### config.mk
export PLATFORM = sky130hd
export DESIGN_NAME = encoder_msg_buffer_flat
export DESIGN_NICKNAME = d
export VERILOG_FILES = /design/src/rtl/encoder_msg_buffer_pkg.sv /design/src/rtl/encoder_msg_buffer_if.sv /design/src/rtl/encoder_msg_buffer_msg_word_fifo.sv /design/src/rtl/encoder_msg_buffer.sv /design/src/flat_wrapper.sv
export SDC_FILE = /design/constraint.sdc
export NUM_CORES = 2
export LEC_CHECK = 0
export BUFFER_PORTS_ARGS = -buffer_cell sky130_fd_sc_hd__buf_2
export CAP_MARGIN = 10
export CORE_MARGIN = 4
export CORE_UTILIZATION = 50
export CTS_BUF_LIST = sky130_fd_sc_hd__clkbuf_16
export DETAILED_ROUTE_END_ITERATION = 7
export PLACE_DENSITY = 0.73
export SYNTH_ARGS = -nofsm -noshare
export SYNTH_HDL_FRONTEND = slang
export SYNTH_HIERARCHICAL = 1
export SYNTH_SLANG_ARGS = --single-unit
export TNS_END_PERCENT = 5
### constraint.sdc
create_clock -name encoder_clk -period 9.1 [get_ports encoder_clk]
set_input_delay 0.455 -clock encoder_clk [delete_from_list [all_inputs] [get_ports encoder_clk]]
set_output_delay 0.455 -clock encoder_clk [all_outputs]
set_load 0.01 [all_outputs]
### src/rtl/encoder_msg_buffer_pkg.sv
// Shared types and widths for the encoder message buffer.
// Contents: fetch FSM state enum, message word/length/burst-length widths.
package encoder_msg_pkg;

  localparam int MSG_WORD_W = 32;
  localparam int MSG_LEN_W  = 24;
  localparam int MSG_BLEN_W = 8;

  typedef enum logic [1:0] {
    IDLE  = 2'd0,
    CHECK = 2'd1,
    REQ   = 2'd2,
    DONE  = 2'd3
  } fetch_state_e;

endpackage

### src/rtl/encoder_msg_buffer_if.sv
// Memory-side burst read bus of the encoder message buffer.
// master: buffer side (drives request, receives ack and return data).
// slave : memory side (receives request, drives ack and return data).
interface encoder_msg_buffer_if;
  import encoder_msg_pkg::*;

  logic                  msg_burst_req;
  logic [31:0]           msg_burst_addr;
  logic [MSG_BLEN_W-1:0] msg_burst_len;
  logic                  msg_burst_ack;
  logic [MSG_WORD_W-1:0] msg_rdata;
  logic                  msg_rdata_valid;

  modport master (
    output msg_burst_req, msg_burst_addr, msg_burst_len,
    input  msg_burst_ack, msg_rdata, msg_rdata_valid
  );

  modport slave (
    input  msg_burst_req, msg_burst_addr, msg_burst_len,
    output msg_burst_ack, msg_rdata, msg_rdata_valid
  );

endinterface

### src/rtl/encoder_msg_buffer_msg_word_fifo.sv
// Single-clock DEPTH x 32 word FIFO with a registered pop output.
// Ports: clk, rst (sync, active-high), wr_en/wr_data (write dropped when full),
// rd_en (pop ignored when empty), rd_data (holds until next accepted pop),
// full, empty, level (entries stored, excluding rd_data).
module msg_word_fifo
  import encoder_msg_pkg::*;
#(
  parameter int DEPTH = 64
) (
  input  logic                        clk,
  input  logic                        rst,
  input  logic                        wr_en,
  input  logic [MSG_WORD_W-1:0]       wr_data,
  input  logic                        rd_en,
  output logic [MSG_WORD_W-1:0]       rd_data,
  output logic                        full,
  output logic                        empty,
  output logic [$clog2(DEPTH):0]      level
);

  localparam int AW = $clog2(DEPTH);

  logic [MSG_WORD_W-1:0] mem [DEPTH];
  logic [AW-1:0]         wr_ptr;
  logic [AW-1:0]         rd_ptr;
  logic [AW:0]           count;
  logic                  wr_ok;
  logic                  rd_ok;

  assign full  = (count == (AW+1)'(DEPTH));
  assign empty = (count == '0);
  assign level = count;
  // A pop on an empty FIFO is never bypassed from a same-cycle write.
  assign wr_ok = wr_en && !full;
  assign rd_ok = rd_en && !empty;

  always_ff @(posedge clk) begin
    if (wr_ok) mem[wr_ptr] <= wr_data;
  end

  always_ff @(posedge clk) begin
    if (rst) begin
      wr_ptr  <= '0;
      rd_ptr  <= '0;
      count   <= '0;
      rd_data <= '0;
    end else begin
      if (wr_ok) wr_ptr <= wr_ptr + AW'(1);
      if (rd_ok) begin
        rd_data <= mem[rd_ptr];
        rd_ptr  <= rd_ptr + AW'(1);
      end
      case ({wr_ok, rd_ok})
        2'b10:   count <= count + (AW+1)'(1);
        2'b01:   count <= count - (AW+1)'(1);
        default: count <= count;
      endcase
    end
  end

endmodule

### src/rtl/encoder_msg_buffer.sv
// Message-word prefetch buffer feeding the encoder nibble FSM.
// Ports: encoder_clk, encoder_reset (sync, active-high); msg_start/msg_base_addr/
// msg_total_words start a fetch; mem is the burst read bus (master side);
// get_next_msg_word pops into next_msg_word; status: msg_infifo_empty, msg_level,
// msg_fetch_done, sticky msg_err_ovf / msg_err_udf.
//
// state | meaning
// IDLE  | waiting for msg_start
// CHECK | compute next burst, wait for buffer credit
// REQ   | burst request held until acked
// DONE  | all words requested; fetch_done once none outstanding
module encoder_msg_buffer
  import encoder_msg_pkg::*;
#(
  parameter int DEPTH          = 64,
  parameter int MSG_RBURST_LEN = 16
) (
  input  logic                       encoder_clk,
  input  logic                       encoder_reset,
  input  logic                       msg_start,
  input  logic [31:0]                msg_base_addr,
  input  logic [MSG_LEN_W-1:0]       msg_total_words,
  encoder_msg_buffer_if.master       mem,
  input  logic                       get_next_msg_word,
  output logic [MSG_WORD_W-1:0]      next_msg_word,
  output logic                       msg_infifo_empty,
  output logic [$clog2(DEPTH):0]     msg_level,
  output logic                       msg_fetch_done,
  output logic                       msg_err_ovf,
  output logic                       msg_err_udf
);

  localparam int LW = $clog2(DEPTH) + 1;

  fetch_state_e          state, state_nxt;
  logic [31:0]           base_q;
  logic [MSG_LEN_W-1:0]  total_q;
  logic [MSG_LEN_W-1:0]  words_req;
  logic [LW-1:0]         outstanding;
  logic [31:0]           addr_q;
  logic [MSG_BLEN_W-1:0] len_q;
  logic [MSG_LEN_W-1:0]  rem;
  logic [MSG_BLEN_W-1:0] len_chk;
  logic [31:0]           credit_sum;
  logic                  latch_msg, issue, grant, ret_ok, fifo_full;
  logic [LW-1:0]         out_inc, out_dec;

  assign rem     = total_q - words_req;
  assign len_chk = (rem < MSG_LEN_W'(MSG_RBURST_LEN)) ? rem[MSG_BLEN_W-1:0]
                                                      : MSG_BLEN_W'(MSG_RBURST_LEN);
  // Credit covers words already buffered plus words still in flight.
  assign credit_sum = 32'(msg_level) + 32'(outstanding) + 32'(len_chk);
  // Returns with nothing outstanding are stale (e.g. after reset): not stored.
  assign ret_ok  = mem.msg_rdata_valid && (outstanding != '0);
  assign out_inc = grant ? LW'(len_q) : '0;
  assign out_dec = LW'(ret_ok);

  always_ff @(posedge encoder_clk) begin
    if (encoder_reset) state <= IDLE;
    else               state <= state_nxt;
  end

  always_comb begin
    state_nxt          = state;
    latch_msg          = 1'b0;
    issue              = 1'b0;
    grant              = 1'b0;
    mem.msg_burst_req  = (state == REQ);
    mem.msg_burst_addr = addr_q;
    mem.msg_burst_len  = len_q;
    msg_fetch_done     = (state == DONE) && (outstanding == '0);
    case (state)
      IDLE, DONE: begin
        if (msg_start) begin
          latch_msg = 1'b1;
          state_nxt = (msg_total_words == '0) ? DONE : CHECK;
        end
      end
      CHECK: begin
        if (rem == '0) begin
          state_nxt = DONE;
        end else if (credit_sum <= 32'(DEPTH)) begin
          issue     = 1'b1;
          state_nxt = REQ;
        end
      end
      REQ: begin
        if (mem.msg_burst_ack) begin
          grant     = 1'b1;
          state_nxt = CHECK;
        end
      end
      default: state_nxt = IDLE;
    endcase
  end

  always_ff @(posedge encoder_clk) begin
    if (encoder_reset) begin
      base_q      <= '0;
      total_q     <= '0;
      words_req   <= '0;
      outstanding <= '0;
      addr_q      <= '0;
      len_q       <= '0;
      msg_err_ovf <= 1'b0;
      msg_err_udf <= 1'b0;
    end else begin
      if (latch_msg) begin
        base_q    <= msg_base_addr;
        total_q   <= msg_total_words;
        words_req <= '0;
      end
      if (issue) begin
        addr_q <= base_q + 32'({words_req, 2'b00});
        len_q  <= len_chk;
      end
      if (grant) words_req <= words_req + MSG_LEN_W'(len_q);
      outstanding <= outstanding + out_inc - out_dec;
      if (mem.msg_rdata_valid && ((outstanding == '0) || fifo_full)) msg_err_ovf <= 1'b1;
      if (get_next_msg_word && msg_infifo_empty) msg_err_udf <= 1'b1;
    end
  end

  msg_word_fifo #(.DEPTH(DEPTH)) u_fifo (
    .clk     (encoder_clk),
    .rst     (encoder_reset),
    .wr_en   (ret_ok),
    .wr_data (mem.msg_rdata),
    .rd_en   (get_next_msg_word),
    .rd_data (next_msg_word),
    .full    (fifo_full),
    .empty   (msg_infifo_empty),
    .level   (msg_level)
  );

endmodule

### src/flat_wrapper.sv
// flat-port wrapper written by rule: the top's interface ports become plain ports
module encoder_msg_buffer_flat import encoder_msg_pkg::*;
#(
  parameter int DEPTH          = 64,
  parameter int MSG_RBURST_LEN = 16
)
  (encoder_clk, encoder_reset, msg_start, msg_base_addr, msg_total_words, get_next_msg_word, next_msg_word, msg_infifo_empty, msg_level, msg_fetch_done, msg_err_ovf, msg_err_udf, mem_msg_burst_req, mem_msg_burst_addr, mem_msg_burst_len, mem_msg_burst_ack, mem_msg_rdata, mem_msg_rdata_valid);
  encoder_msg_buffer_if mem_i ();
  input  logic encoder_clk;
  input  logic encoder_reset;
  input  logic msg_start;
  input  logic [31:0] msg_base_addr;
  input  logic [MSG_LEN_W-1:0] msg_total_words;
  input  logic get_next_msg_word;
  output logic [MSG_WORD_W-1:0] next_msg_word;
  output logic msg_infifo_empty;
  output logic [$clog2(DEPTH):0] msg_level;
  output logic msg_fetch_done;
  output logic msg_err_ovf;
  output logic msg_err_udf;
  output wire logic [$bits(mem_i.msg_burst_req)-1:0] mem_msg_burst_req;
  output wire logic [$bits(mem_i.msg_burst_addr)-1:0] mem_msg_burst_addr;
  output wire logic [$bits(mem_i.msg_burst_len)-1:0] mem_msg_burst_len;
  input wire logic [$bits(mem_i.msg_burst_ack)-1:0] mem_msg_burst_ack;
  input wire logic [$bits(mem_i.msg_rdata)-1:0] mem_msg_rdata;
  input wire logic [$bits(mem_i.msg_rdata_valid)-1:0] mem_msg_rdata_valid;
  assign mem_msg_burst_req = mem_i.msg_burst_req;
  assign mem_msg_burst_addr = mem_i.msg_burst_addr;
  assign mem_msg_burst_len = mem_i.msg_burst_len;
  assign mem_i.msg_burst_ack = mem_msg_burst_ack;
  assign mem_i.msg_rdata = mem_msg_rdata;
  assign mem_i.msg_rdata_valid = mem_msg_rdata_valid;
  encoder_msg_buffer #(.DEPTH(DEPTH), .MSG_RBURST_LEN(MSG_RBURST_LEN)) u_core (.encoder_clk(encoder_clk), .encoder_reset(encoder_reset), .msg_start(msg_start), .msg_base_addr(msg_base_addr), .msg_total_words(msg_total_words), .mem(mem_i), .get_next_msg_word(get_next_msg_word), .next_msg_word(next_msg_word), .msg_infifo_empty(msg_infifo_empty), .msg_level(msg_level), .msg_fetch_done(msg_fetch_done), .msg_err_ovf(msg_err_ovf), .msg_err_udf(msg_err_udf));
endmodule
==> impl_metrics.env <==
export IMPL_status="complete, no violations"
export IMPL_drc=0
export IMPL_die_height_um=430
export IMPL_floorplan_io_pins=178
export IMPL_cts_repair_resized=0
export IMPL_cp_arrival_ns=8.51
export IMPL_timing_critical_path_from_type="flip-flop"
export IMPL_busiest_layer="met2"
export IMPL_layout_drive_gt1_share=0.208
export IMPL_clock_power_share=0.345
export IMPL_final_critical_path_setup_slack_ns=1.31
export IMPL_ys_warn_count=6
export IMPL_grt_total_usage=0.249
export IMPL_timing_final_max_slew_violations=0
export IMPL_worst_setup_hold_path_clk_slew_ns=0.06
export IMPL_synth_area_per_cell_um2=18.3
export IMPL_place_ws_ns=1.44
export IMPL_rsz0062_at_grt="false"
export IMPL_fin_tns_setup_ns=0
export IMPL_clkLatencyLatePin_ns=0.86
export IMPL_clk_root_buffer_cell="clkbuf_16"
export IMPL_post_dp_cell_area_um2=93000
export IMPL_ys_seq_area_frac=0.731
export IMPL_crit_path_end_kind="flip-flop"
export IMPL_max_slew_margin_vs_limit=0.171
export IMPL_pwr_share_seq=0.487
export IMPL_via_count=48900
export IMPL_clk_path_buf_depth=3
export IMPL_cts_tree="yes"
export IMPL_holdPathStages=3
export IMPL_rr_startpoint="u_core/total_q[0]"
export IMPL_hold_start="mem_msg_rdata_valid"
export IMPL_crit_fanout=24
export IMPL_cts_setup_buffers=0
export IMPL_hpwl_after_detailed_placement_mm=129
export IMPL_power_leakage_uw=0.0320
export IMPL_synthArstFlopShare=0
export IMPL_largest_net_degree_at_the_start_of_global_routing=125
export IMPL_grt_antenna_before_repair=4
export IMPL_dieArea_um2=185000
export IMPL_setup_violations=0
export IMPL_final_design_area_no_fill_um2=100000
export IMPL_grt_remaining_overflow=0
export IMPL_post_detailed_route_wirelength_per_cell_um=30.2
export IMPL_yosysTopAreaCell="edfxtp_1"
export IMPL_ir_worst_vdd_uv=209
export IMPL_period_share=0.856
export IMPL_pwr_density_cell_nw_per_um2=240
export IMPL_max_freq_mhz=128
export IMPL_rrSetupSlack_ns=1.31
export IMPL_drt_wl_total_mm=232
export IMPL_cts_made_buffers=211
export IMPL_buffer_ports_inserted=177
export IMPL_synth_top_cells_by_area="edfxtp_1 69%, mux4_2 11%, dfxtp_1 4.1%"
export IMPL_met2_usage=0.397
export IMPL_netSwitchingFraction=0.263
export IMPL_timing_final_crit_period_ns=7.79
export IMPL_comb_power_share=0.168
export IMPL_nFillCells=12900
export IMPL_final_net_count=5360
export IMPL_area_growth_synth_to_final_pct=12.3
export IMPL_grt_met3_usage=0.0489
export IMPL_grt_pass1_wl_mm=337
export IMPL_post_drt_via_cell_ratio=6.36
export IMPL_cts_max_level=4
export IMPL_synth_edf_count=2048
export IMPL_initial_cell_density_of_the_core=0.504
export IMPL_finalHoldViolations=0
export IMPL_detailedRoute_firstPassIterationCount=6
export IMPL_global_route_usage_met1=0.346
export IMPL_power_internal_uw=17700
export IMPL_clock_sink_total=2230
export IMPL_cp_data_required_time_ns=9.81
export IMPL_total_core_area_um2=177000
export IMPL_max_cap_violations=0
export IMPL_whs_endpoint="u_core/msg_err_ovf"
export IMPL_synth_area_um2=89100
export IMPL_switching_power_uw=6310
export IMPL_route_antenna_remaining_nets=0
export IMPL_most_instantiated_flip_flop_cell_in_the_synthesis_netlist="edfxtp_1"
export IMPL_drt_first_iter_violations=6403
export IMPL_cts_hold_buffers=58
export IMPL_top_area_cell_type_share_of_the_netlist_area=0.690
export IMPL_die_w_um=430
export IMPL_synth_distinct_cells=84
export IMPL_worst_hold_path_type="input port to flip-flop"
export IMPL_worst_setup_path_type="flip-flop to flip-flop"
export IMPL_worst_slew_pin_slew_ns=1.24
export IMPL_worst_r2r_endpoint="u_core/mem.msg_burst_len[2]"
export IMPL_synth_register_bits=2230
export IMPL_worst_clock_skew_ns=0.0419
export IMPL_timing_reg2reg_worst_path_depth=23
export IMPL_grt_pass1_vias=48400
export IMPL_fp_row_count=154
export IMPL_synthesis_instances=4857
export IMPL_post_layout_total_power_uw=24000
export IMPL_place_congestion=0.872
[Yosys cell counts, types with 8 or more instances]
cell type  count
a2111oi_0     22
a211o_1        8
a211oi_1      44
a21o_1        34
a21oi_1      201
a221oi_1      15
a22oi_1       48
a31oi_1        8
a32oi_1       15
and2_1         9
and3_1         8
buf_1         22
buf_2         76
buf_4         37
buf_6         25
clkbuf_1      93
dfxtp_1      182
edfxtp_1    2048
fa_1          13
ha_1          85
inv_1         82
mux2i_1      277
mux4_2       424
nand2_1      279
nand2b_1      19
nand3_1       80
nand4_1       10
nor2_1       199
nor2b_1       20
nor3_1        26
nor4_1        20
o2111ai_1     11
o211ai_1      17
o21ai_0       86
o21ai_1       10
o21bai_1      11
o221ai_1      29
o22ai_1       73
or3_1         12
xnor2_1       45
xor2_1        19
[stage by stage]
stage	hold WS, ns	std cells	utilization
after floorplan	0.436	4859	-
after global placement	0.448	7236	0.526
after detailed placement	0.449	7236	0.526
after CTS	0.0641	7679	0.567
after global routing	0.0730	7681	0.567
final	0.0543	7683	0.567
[logic make-up after synthesis]
| kind of cell | count (synthesis) | share of synthesized area |
|---|---|---|
| mux | 708 | 0.139 |
| xor+xnor | 64 | 0.00629 |
| buf+inv | 341 | 0.0200 |
| other cells | 1 | 0.0000421 |
| compound gates | 694 | 0.0517 |
| simple gates | 721 | 0.0365 |
| flops | 2230 | 0.731 |
| fa+ha+maj | 98 | 0.0149 |
[worst max-delay path, cell delays in order (launching register included)]
cell	delay, ns
dfxtp_1	0.32
inv_1	0.04
ha_1	0.21
fa_1	0.40
nand2b_1	0.18
a21oi_1	0.38
o21ai_1	0.27
a31oi_1	0.22
nor4b_1	0.35
nand4_1	0.17
or4_4	0.46
or3_1	0.59
nor2_1	0.22
fa_1	0.46
ha_1	0.31
a21o_1	0.15
a21oi_1	0.22
o21bai_1	0.09
a21oi_1	0.19
xnor2_1	0.08
a221oi_1	0.69
and2_1	0.88
nand2_2	0.41
a31o_2	0.36
[power by group through the flow]
stage               combinational (uW)  clock [uW]  sequential (uW)
global route                      4350        8850            11700
finish                            4030        8290            11700
global placement                  3960           0            11900
CTS                               4050        8400            11700
floorplan                         2900           0            11800
detailed placement                4010           0            11900
[per-layer routing]
layer	vias to the layer above	wire length [um]
li1	20300	-
met1	25400	88400
met2	2781	111000
met3	427	23800
met4	2	8870
met5	-	20
[flip-flops by register name, summed over array words and instances (netlist names)]
| register | count |
|---|---|
| u_core/u_fifo/wr_ptr | 6 |
| u_core/msg_err_ovf | 1 |
| u_core/base_q | 32 |
| u_core/u_fifo/level | 7 |
| u_core/u_fifo/mem | 2048 |
| u_core/mem.msg_burst_addr | 32 |
| u_core/mem.msg_burst_len | 8 |
| u_core/state | 2 |
| u_core/outstanding | 7 |
| u_core/u_fifo/rd_data | 32 |
| u_core/msg_err_udf | 1 |
| u_core/words_req | 24 |
| u_core/total_q | 24 |
| u_core/u_fifo/rd_ptr | 6 |
[cells in the final DEF, fill, tap and decap left out, drive strengths merged, types with 48 or more instances in the layout]
cell / n
a21oi: 204
a22oi: 48
buf: 296
clkbuf: 213
clkinv: 93
dfxtp: 182
dlygate4sd3: 58
edfxtp: 2048
ha: 85
inv: 146
mux2i: 277
mux4: 426
nand2: 280
nand3: 80
nor2: 200
o21ai: 96
o22ai: 73
[worst max-delay path by stage]
stage / end / cells after the start / from
detailed placement: u_core/mem.msg_burst_addr[13] / 23 / u_core/total_q[0]
finish: u_core/mem.msg_burst_len[2] / 23 / u_core/total_q[0]
CTS: u_core/mem.msg_burst_len[2] / 23 / u_core/total_q[0]
floorplan: u_core/mem.msg_burst_addr[19] / 26 / u_core/total_q[0]
global route: u_core/mem.msg_burst_addr[22] / 23 / u_core/total_q[0]
global placement: u_core/mem.msg_burst_addr[12] / 23 / u_core/total_q[0]
[layout make-up]
type | count | area, um2 | share of cell area
clock buffers | 212 | 5310 | 0.0530
inverters | 82 | 308 | 0.00307
diodes | 3 | 7.51 | 0.0000750
repair buffers | 355 | 2440 | 0.0244
flip-flops and latches | 2230 | 65200 | 0.651
multi-input cells | 2288 | 22700 | 0.227
clock inverters | 173 | 1250 | 0.0124
well taps | 2340 | 2930 | 0.0292
Note: power is estimated with default switching activity, not from simulation.
